$ cat config.mk
export PLATFORM = sky130hd
export DESIGN_NAME = pipe_stage_reg
export DESIGN_NICKNAME = d
export VERILOG_FILES = /design/src/rtl/pipe_stage_reg.sv
export SDC_FILE = /design/constraint.sdc
export NUM_CORES = 1
export LEC_CHECK = 0
export CORE_MARGIN = 5
export CORE_UTILIZATION = 49
export DETAILED_ROUTE_END_ITERATION = 10
export PLACE_DENSITY = 0.85
export SLEW_MARGIN = 10
export SYNTH_ARGS = -nofsm -noshare
export SYNTH_HDL_FRONTEND = slang
export SYNTH_SLANG_ARGS = --single-unit
$ cat constraint.sdc
create_clock -name clk -period 5.9 [get_ports clk]
set_clock_uncertainty 0.15 [all_clocks]
set_input_delay 1.18 -clock clk [delete_from_list [all_inputs] [get_ports clk]]
set_output_delay 1.18 -clock clk [all_outputs]
set_load 0.05 [all_outputs]
$ cat src/rtl/pipe_stage_reg.sv
// pipe_stage_reg: generic inter-stage pipeline register for the RV32I core.
// It replaces the fixed ID/EX latch and fits any stage boundary (IF/ID,
// ID/EX, EX/MEM, ...).
//
// Features:
//   - valid/ready handshake on both sides.
//   - Synchronous flush, used to kill wrong-path entries after a branch
//     mispredict.
//   - Optional second storage entry (skid buffer), so in_ready comes from
//     registers and does not depend combinationally on out_ready.
//   - A bubble never drives a register write downstream.
//
// Parameters:
//   PAYLOAD_W  width of the opaque stage payload
//   DEPTH      1 = single register, in_ready passes out_ready through
//              2 = skid buffer, in_ready is registered
//              (other values are not supported)
//   CNT_W      width of the statistics counters
//
// Ports:
//   clk, rst (async, active-low), en (stage enable), flush
//   in_valid / in_ready / in_data / in_rd / in_reg_write_en      upstream side
//   out_valid / out_ready / out_data / out_rd / out_reg_write_en downstream side
//   occupancy  number of valid entries held
//
// Optional build macro PIPE_STAT_EN adds two saturating counters:
//   stall_cnt  cycles where the head entry is held by back-pressure
//   flush_cnt  flushes that killed at least one entry
module pipe_stage_reg #(
  parameter int PAYLOAD_W = 160,
  parameter int DEPTH     = 2,
  parameter int CNT_W     = 16
) (
  input  logic                 clk,
  input  logic                 rst,
  input  logic                 en,
  input  logic                 flush,
  input  logic                 in_valid,
  output logic                 in_ready,
  input  logic [PAYLOAD_W-1:0] in_data,
  input  logic [4:0]           in_rd,
  input  logic                 in_reg_write_en,
  output logic                 out_valid,
  input  logic                 out_ready,
  output logic [PAYLOAD_W-1:0] out_data,
  output logic [4:0]           out_rd,
  output logic                 out_reg_write_en,
  output logic [1:0]           occupancy
`ifdef PIPE_STAT_EN
  ,
  output logic [CNT_W-1:0]     stall_cnt,
  output logic [CNT_W-1:0]     flush_cnt
`endif
);

  typedef struct packed {
    logic [PAYLOAD_W-1:0] data;
    logic [4:0]           rd;
    logic                 we;
  } entry_t;

  entry_t     in_entry;
  entry_t     slot0_p1;   // head
  entry_t     slot1_p1;   // tail, used only when two entries are held
  entry_t     slot0_nxt;
  entry_t     slot1_nxt;
  logic [1:0] occ_p1;
  logic [1:0] occ_nxt;
  logic       push;
  logic       pop;

  assign in_entry = '{data: in_data, rd: in_rd, we: in_reg_write_en};

  // Handshake, combinational from held state
  assign out_valid = en & (occ_p1 != 2'd0);

  generate
    if (DEPTH == 1) begin : g_ready_pass
      // The single slot can refill in the same cycle it drains.
      assign in_ready = en & ((occ_p1 == 2'd0) | out_ready);
    end else begin : g_ready_skid
      // Registered state only; the spare slot absorbs a late out_ready drop.
      assign in_ready = en & (occ_p1 < 2'd2);
    end
  endgenerate

  assign push = in_valid & in_ready;
  assign pop  = out_valid & out_ready;

  assign out_data         = slot0_p1.data;
  assign out_rd           = slot0_p1.rd;
  assign out_reg_write_en = out_valid & slot0_p1.we;
  assign occupancy        = occ_p1;

  always_comb begin
    slot0_nxt = slot0_p1;
    slot1_nxt = slot1_p1;
    occ_nxt   = occ_p1;
    if (en) begin
      if (flush) begin
        // A same-cycle pop has already been sampled downstream. A
        // same-cycle push is dropped.
        occ_nxt   = 2'd0;
        slot0_nxt = '0;
        slot1_nxt = '0;
      end else if (push && !pop) begin
        if (occ_p1 == 2'd0) begin
          slot0_nxt = in_entry;
        end else begin
          slot1_nxt = in_entry;
        end
        occ_nxt = occ_p1 + 2'd1;
      end else if (pop && !push) begin
        slot0_nxt = slot1_p1;
        slot1_nxt = '0;
        occ_nxt   = occ_p1 - 2'd1;
      end else if (push && pop) begin
        if (occ_p1 == 2'd1) begin
          // The old head leaves, so the new entry becomes the head.
          slot0_nxt = in_entry;
        end else begin
          slot0_nxt = slot1_p1;
          slot1_nxt = in_entry;
        end
      end
    end
  end

  // Stage register: entry storage and occupancy
  always_ff @(posedge clk or negedge rst) begin
    if (!rst) begin
      slot0_p1 <= '0;
      slot1_p1 <= '0;
      occ_p1   <= 2'd0;
    end else begin
      slot0_p1 <= slot0_nxt;
      slot1_p1 <= slot1_nxt;
      occ_p1   <= occ_nxt;
    end
  end

`ifdef PIPE_STAT_EN
  function automatic logic [CNT_W-1:0] sat_inc(input logic [CNT_W-1:0] v);
    return (&v) ? v : v + 1'b1;
  endfunction

  // Statistics counters
  always_ff @(posedge clk or negedge rst) begin
    if (!rst) begin
      stall_cnt <= '0;
      flush_cnt <= '0;
    end else begin
      if (en && out_valid && !out_ready) begin
        stall_cnt <= sat_inc(stall_cnt);
      end
      if (en && flush && (occ_p1 != 2'd0)) begin
        flush_cnt <= sat_inc(flush_cnt);
      end
    end
  end
`endif

endmodule

==> flow_summary_export.csv, run 1 <==
group,metric,value,unit
pwr,power_frac_comb,39.5,%
setup_path,ff2ff_path_depth,7,
synth,netlist_instances,1222,
clocking,htree_levels,2,
cells_and_area,drive_above_1_share,5.52,%
pwr,power_frac_seq,35.8,%
cells_and_area,fin_util,61.8,%
flow_run,max_cap_violations,0,
timing,setup_viol,0,
global_routing,antenna_found_initial,2,
cells_and_area,fillers,2267,
cells_and_area,seq_area,8360,µm²
global_routing,grt_pass1_vias,10700,
drt,num_vias,10200,
clocking,clock-sinks,334,
floorplanning,die_x,183,µm
synth,ys.warnings.count,0,
timing,fin_crit,4580,ps
hold_path,hold_start,"out_data[58]$_DFFE_PN0P_",
synth,synth_area,14600,µm²
synth,ys_seq_area_share,57.1,%
setup_path,rr_endpoint,"out_data[38]$_DFFE_PN0P_",
pwr,netSwitchingFraction,38.4,%
cells_and_area,area_delta_synth_final,24.7,%
clocking,clock_latency,500,ps
clocking,ctsHoldBuffers,0,
pwr,switchingPower,3.34,mW
global_routing,grtUsageTotal,22.5,%
placed_design,port_buffers,341,
setup_path,worstPathMaxFanout,11,
pwr,p_leak,9.01,nW
setup_path,slowest_delay,800,ps
pwr,p_int,5.36,mW
timing,setup_tns,0,ps
timing,slew_headroom,28.2,%
run_status,status,"finished clean",
drt,route.detailed.drc,0,
synth,synth.distinct_cells,29,
clocking,cts_resized,0,
timing,slew_violations,0,
setup_path,cp.arrival,3250,ps
drt,routed_wl,38600,µm
global_routing,grt_pass1_wl,60700,µm
global_routing,grt.overflow.total,0,
cells_and_area,multiInputGateArea,4700,µm²
setup_path,crit_chain,"clkdlybuf4s50_1, nor2b_1, and2_1, clkdlybuf4s50_1",
drt,wl_per_cell,21.8,µm
clocking,cts_root_buf,"clkbuf_16",
clocking,tritoncts,"built",
clocking,postCtsSetupRepairBufs,0,
drt,viasPerCell,5.79,
placed_design,gp_congestion,0.802,
clocking,cts-buffers-inserted,36,
pwr,p_per_area,477,nW/µm²
setup_path,crit_path_start_kind,"primary input",
drt,drtIter0Drc,751,
setup_path,cp_data_required_time,4570,ps
pwr,pwr-share-clk,24.7,%
clocking,clk_path_buf_depth,3,
floorplanning,die_h,183,µm
floorplanning,std_cell_rows,63,
placed_design,dp_hpwl,24100,µm
synth,ys_seq_elements,334,
floorplanning,start_util,49.5,%
cells_and_area,fin_nets,1529,
clocking,clkTransAtPathRegs,60,ps
floorplanning,die_area,33400,µm²
pwr,ir_drop,267,µV
cells_and_area,fin_area,18300,µm²
setup_path,slowest_stage,"clkdlybuf4s50_1",
placed_design,postPlaceCellArea,17100,µm²
timing,tightest_slew,1080,ps
global_routing,grt_max_degree,167,
pwr,total_power,8.71,mW
setup_path,regToRegSetupSlack,2880,ps
timing,fmax,0.218,GHz
drt,drtPass1Iterations,5,
hold_path,whs_path_depth,2,
timing,finalHoldViolCount,0,
synth,syn_nets,1396,
hold_path,hp-class,"register to register",
synth,avgSynthCellArea,12.0,µm²
setup_path,cp_common_cell,"clkdlybuf4s50_1",
placed_design,dp.cells,1707,
cells_and_area,fin_cells,1770,
setup_path,cp-end-kind,"output port",
hold_path,min_to,"out_data[58]$_DFFE_PN0P_",
drt,ant_nets,0,
floorplanning,io_pins,342,
floorplanning,core,29600,µm²
timing,final.period_utilization,77.6,%
timing,rsz0062_at_grt,"no",
setup_path,path_class,"primary input to output port",
setup_path,reg2reg_from,"occupancy[1]$_DFFE_PN0P_",
[cells in the final DEF (no fill, tap or decap), types with 2 or more instances in the layout]
cell type / synthesis / routed
clkdlybuf4s50_1: 0 / 340
nand2_1: 99 / 99
clkbuf_16: 0 / 37
o21ai_0: 90 / 90
buf_12: 0 / 6
a21oi_1: 4 / 4
nor2b_1: 6 / 6
buf_4: 170 / 6
clkinv_2: 0 / 8
diode_2: 0 / 2
a21o_1: 68 / 68
clkbuf_1: 50 / 7
ha_1: 2 / 2
inv_1: 2 / 2
a22o_1: 233 / 233
o21ai_1: 11 / 9
clkbuf_8: 0 / 6
o21ai_4: 0 / 2
mux2i_1: 100 / 100
dfrtp_1: 334 / 334
[layout make-up]
cell class	count	share of cell area, %
flip-flops and latches	334	45.8
inverters	2	0.0411
clock buffers	50	5.66
diodes	2	0.0274
multi-input cells	628	25.7
repair buffers	353	19.6
clock inverters	11	0.479
well taps	390	2.67
[worst max-delay path by stage]
stage	startpoint	to	slack (ps)	cells past startpoint
5_1_grt	en	out_reg_write_en	1260	4
2_1_floorplan	en	out_reg_write_en	1920	3
3_5_place_dp	en	out_reg_write_en	1330	4
4_1_cts	en	out_reg_write_en	1320	4
6_report	en	out_reg_write_en	1320	4
3_3_place_gp	en	in_ready	1340	3
[synth_stat cells]
library cell / n / share of area [%]
mux2i_1: 100 / 6.8
a22o_1: 233 / 14
and3b_1: 2 / 0.12
nand2_1: 99 / 2.5
or2_2: 1 / 0.043
dfrtp_1: 334 / 57
a31oi_1: 1 / 0.043
o21ai_1: 11 / 0.38
a21oi_1: 4 / 0.14
o31ai_2: 1 / 0.085
o22ai_1: 1 / 0.043
mux2_2: 1 / 0.077
clkbuf_1: 50 / 1.3
ha_1: 2 / 0.17
buf_4: 170 / 8.7
nand3b_1: 1 / 0.051
or3b_1: 1 / 0.060
o31a_1: 1 / 0.060
nor3b_2: 1 / 0.085
xor2_1: 1 / 0.060
buf_1: 13 / 0.33
inv_1: 2 / 0.051
and3_1: 1 / 0.043
nor2b_1: 6 / 0.26
a21o_1: 68 / 3.5
buf_2: 25 / 0.85
and2_1: 1 / 0.043
a32oi_1: 1 / 0.060
o21ai_0: 90 / 3.1
[kinds of logic (layout without fill, tap and decap cells)]
kind of cell,Yosys count,after routing,synth area share [%]
AO/OA/AOI/OAI,411,411,21.3
other,0,2,0
buffers and inverters,260,416,11.2
XOR/XNOR,1,1,0.0598
flip-flops,334,334,57.1
multiplexers,101,101,6.91
AND/OR/NAND/NOR,113,113,3.24
adder cells (fa/ha/maj),2,2,0.171
[power groups by stage]
stage,Combinational [mW],Sequential (mW),Clock (mW)
finish,3.44,3.11,2.15
global route,3.63,3.17,2.30
CTS,3.47,3.11,2.20
detailed placement,3.45,3.13,0
global placement,3.39,3.11,0
floorplan,2.73,3.06,0
[worst max-delay path, delay by kind of cell]
kind / cells / cell delay [ps]
buffers and inverters: 2 / 1560
and+or+nand+nor: 2 / 510
[layer usage]
metal / global-route usage, % / vias to the layer above / routed length [µm]
met5: 0 / - / 0
met4: 6.56 / 0 / 988
met3: 7.38 / 64 / 3800
met2: 35.9 / 427 / 18400
met1: 29.7 / 5242 / 15400
li1: - / 4512 / -
[flip-flops by register name (all words and copies together), names as in the netlist]
name / flops
slot1_p1: 166
out_data: 160
out_rd: 5
occupancy: 2
slot0_p1: 1
[stage by stage]
step	setup slack, ps	hold WS, ps
final	1320	329
after CTS	1320	328
after floorplan	1920	292
after global routing	1260	337
after detailed placement	1330	311
after global placement	1340	308
Note: power is estimated with default switching activity, not from simulation.
==> run 2: changes to the inputs <==
clock period = 4.38 ns   (was 5.9 ns; I/O delays follow)
==> flow_summary_export.csv, run 2 (synthesis gave the netlist of run 1 again) <==
group,metric,value,unit
setup_path,slowest_delay,890,ps
setup_path,worstPathMaxFanout,2,
global_routing,grtUsageMet3,7.14,%
setup_path,crit_chain,"clkdlybuf4s50_1, nor2b_1, clkdlybuf4s50_1",
drt,routed_wl,38500,µm
global_routing,grt_pass1_wl,61000,µm
drt,drtIter0Drc,733,
hold_path,whs_path_depth,1,
drt,viasPerCell,5.74,
pwr,p_per_area,648,nW/µm²
cells_and_area,fin_util,62.5,%
global_routing,grt_max_degree,122,
drt,route.detailed.drc,0,
clocking,clock_latency,500,ps
clocking,cts_resized,0,
pwr,p_leak,9.10,nW
clocking,cts_root_buf,"clkbuf_16",
clocking,clkTransAtPathRegs,60,ps
cells_and_area,drive_above_1_share,6.13,%
timing,setup_viol,0,
timing,slew_headroom,37.1,%
cells_and_area,area_delta_synth_final,26.1,%
global_routing,met2_usage,35.9,%
timing,setup_tns,0,ps
hold_path,min_to,"out_data[112]$_DFFE_PN0P_",
setup_path,rr_endpoint,"out_data[41]$_DFFE_PN0P_",
cells_and_area,final_cell_mix,"338 x clkdlybuf4s50_1, 334 x dfrtp_1, 233 x a22o_1",
global_routing,grt.overflow.total,0,
clocking,ctsHoldBuffers,0,
setup_path,cp_common_cell,"clkdlybuf4s50_1",
setup_path,crit_path_start_kind,"primary input",
clocking,postCtsSetupRepairBufs,0,
floorplanning,std_cell_rows,63,
drt,num_vias,10200,
placed_design,gp_congestion,0.819,
floorplanning,core,29600,µm²
flow_run,max_cap_violations,0,
cells_and_area,max_flop_register,"slot1_p1",
clocking,clk_path_buf_depth,3,
timing,rsz0062_at_grt,"no",
setup_path,regToRegSetupSlack,1580,ps
setup_path,ff2ff_path_depth,7,
timing,final.period_utilization,82.4,%
pwr,ir_drop,437,µV
clocking,clock-sinks,334,
global_routing,grt-busiest-layer,"met2",
floorplanning,io_pins,342,
timing,fmax,0.277,GHz
timing,fin_crit,3610,ps
hold_path,hold_start,"slot1_p1[118]$_DFFE_PN0P_",
global_routing,grtUsageTotal,22.4,%
drt,ant_nets,0,
setup_path,path_class,"primary input to output port",
setup_path,cp.arrival,2580,ps
cells_and_area,fillers,2224,
drt,drtPass1Iterations,5,
clocking,cts-buffers-inserted,36,
timing,tightest_slew,943,ps
floorplanning,die_x,183,µm
setup_path,cp_data_required_time,3350,ps
setup_path,reg2reg_from,"occupancy[1]$_DFFE_PN0P_",
cells_and_area,largest_reg_flops,166,
floorplanning,die_h,183,µm
hold_path,hp-class,"register to register",
setup_path,cp-end-kind,"output port",
floorplanning,start_util,49.5,%
timing,finalHoldViolCount,0,
global_routing,antenna_found_initial,1,
clocking,tritoncts,"built",
cells_and_area,layout_commonest_cell,"clkdlybuf4s50_1",
placed_design,dp_hpwl,24200,µm
placed_design,port_buffers,341,
global_routing,grt_pass1_vias,10900,
setup_path,slowest_stage,"clkdlybuf4s50_1",
global_routing,met1_usage,29.4,%
setup_path,critical-path-top-delay-family,"buffers and inverters",
run_status,status,"finished clean",
cells_and_area,fin_nets,1535,
timing,slew_violations,0,
clocking,htree_levels,2,
drt,wl_per_cell,21.7,µm
floorplanning,die_area,33400,µm²
setup_path,crit_buf_inv,2,
run 2: cell count changes in the layout (fill, tap and decap cells not counted), sizes merged:
cell and change:
buf +8, bufinv +3, clkbuf +3, clkdlybuf4s50 -2, clkinv -3, diode -1
inv -1
run 2: per-layer routing:
metal | part of all wire (%) | up-vias
li1 | - | 4519
met1 | 41 | 5214
met2 | 47 | 407
met3 | 8.9 | 68
met4 | 2.9 | 0
met5 | 0 | -
run 2: through the flow:
step	total power, mW	cells	setup WS, ps	hold WS, ps	area (µm²)
3_3_place_gp	8.78	1713	725	307	17200
5_1_grt	12.5	1777	693	339	18500
2_1_floorplan	7.80	1222	1000	292	14600
6_report	12.0	1777	769	324	18500
4_1_cts	12.1	1776	729	328	18500
3_5_place_dp	8.89	1713	760	309	17200
run 2: worst max path at each step:
stage          startpoint               end  slack (ps)  cells past startpoint
2_1_floorplan          en  out_reg_write_en        1000                      3
3_3_place_gp           en          in_ready         720                      3
3_5_place_dp           en          in_ready         760                      3
4_1_cts                en          in_ready         730                      3
5_1_grt                en          in_ready         690                      3
6_report               en          in_ready         770                      3
run 2: power by group:
part,switching (mW),internal [mW],total (mW)
sequential,0.422,3.77,4.19
clock,1.20,1.92,3.12
combinational,2.89,1.77,4.66
run 2: layout make-up:
class,instances,area [µm²],area share [%]
clock buffer,53,1070,5.77
inverter,2,7.51,0.0407
timing repair buffer,359,3690,20.0
multi-input combinational,628,4700,25.5
sequential,334,8360,45.3
clock inverter,10,154,0.834
antenna,1,2.50,0.0136
tap,390,488,2.64
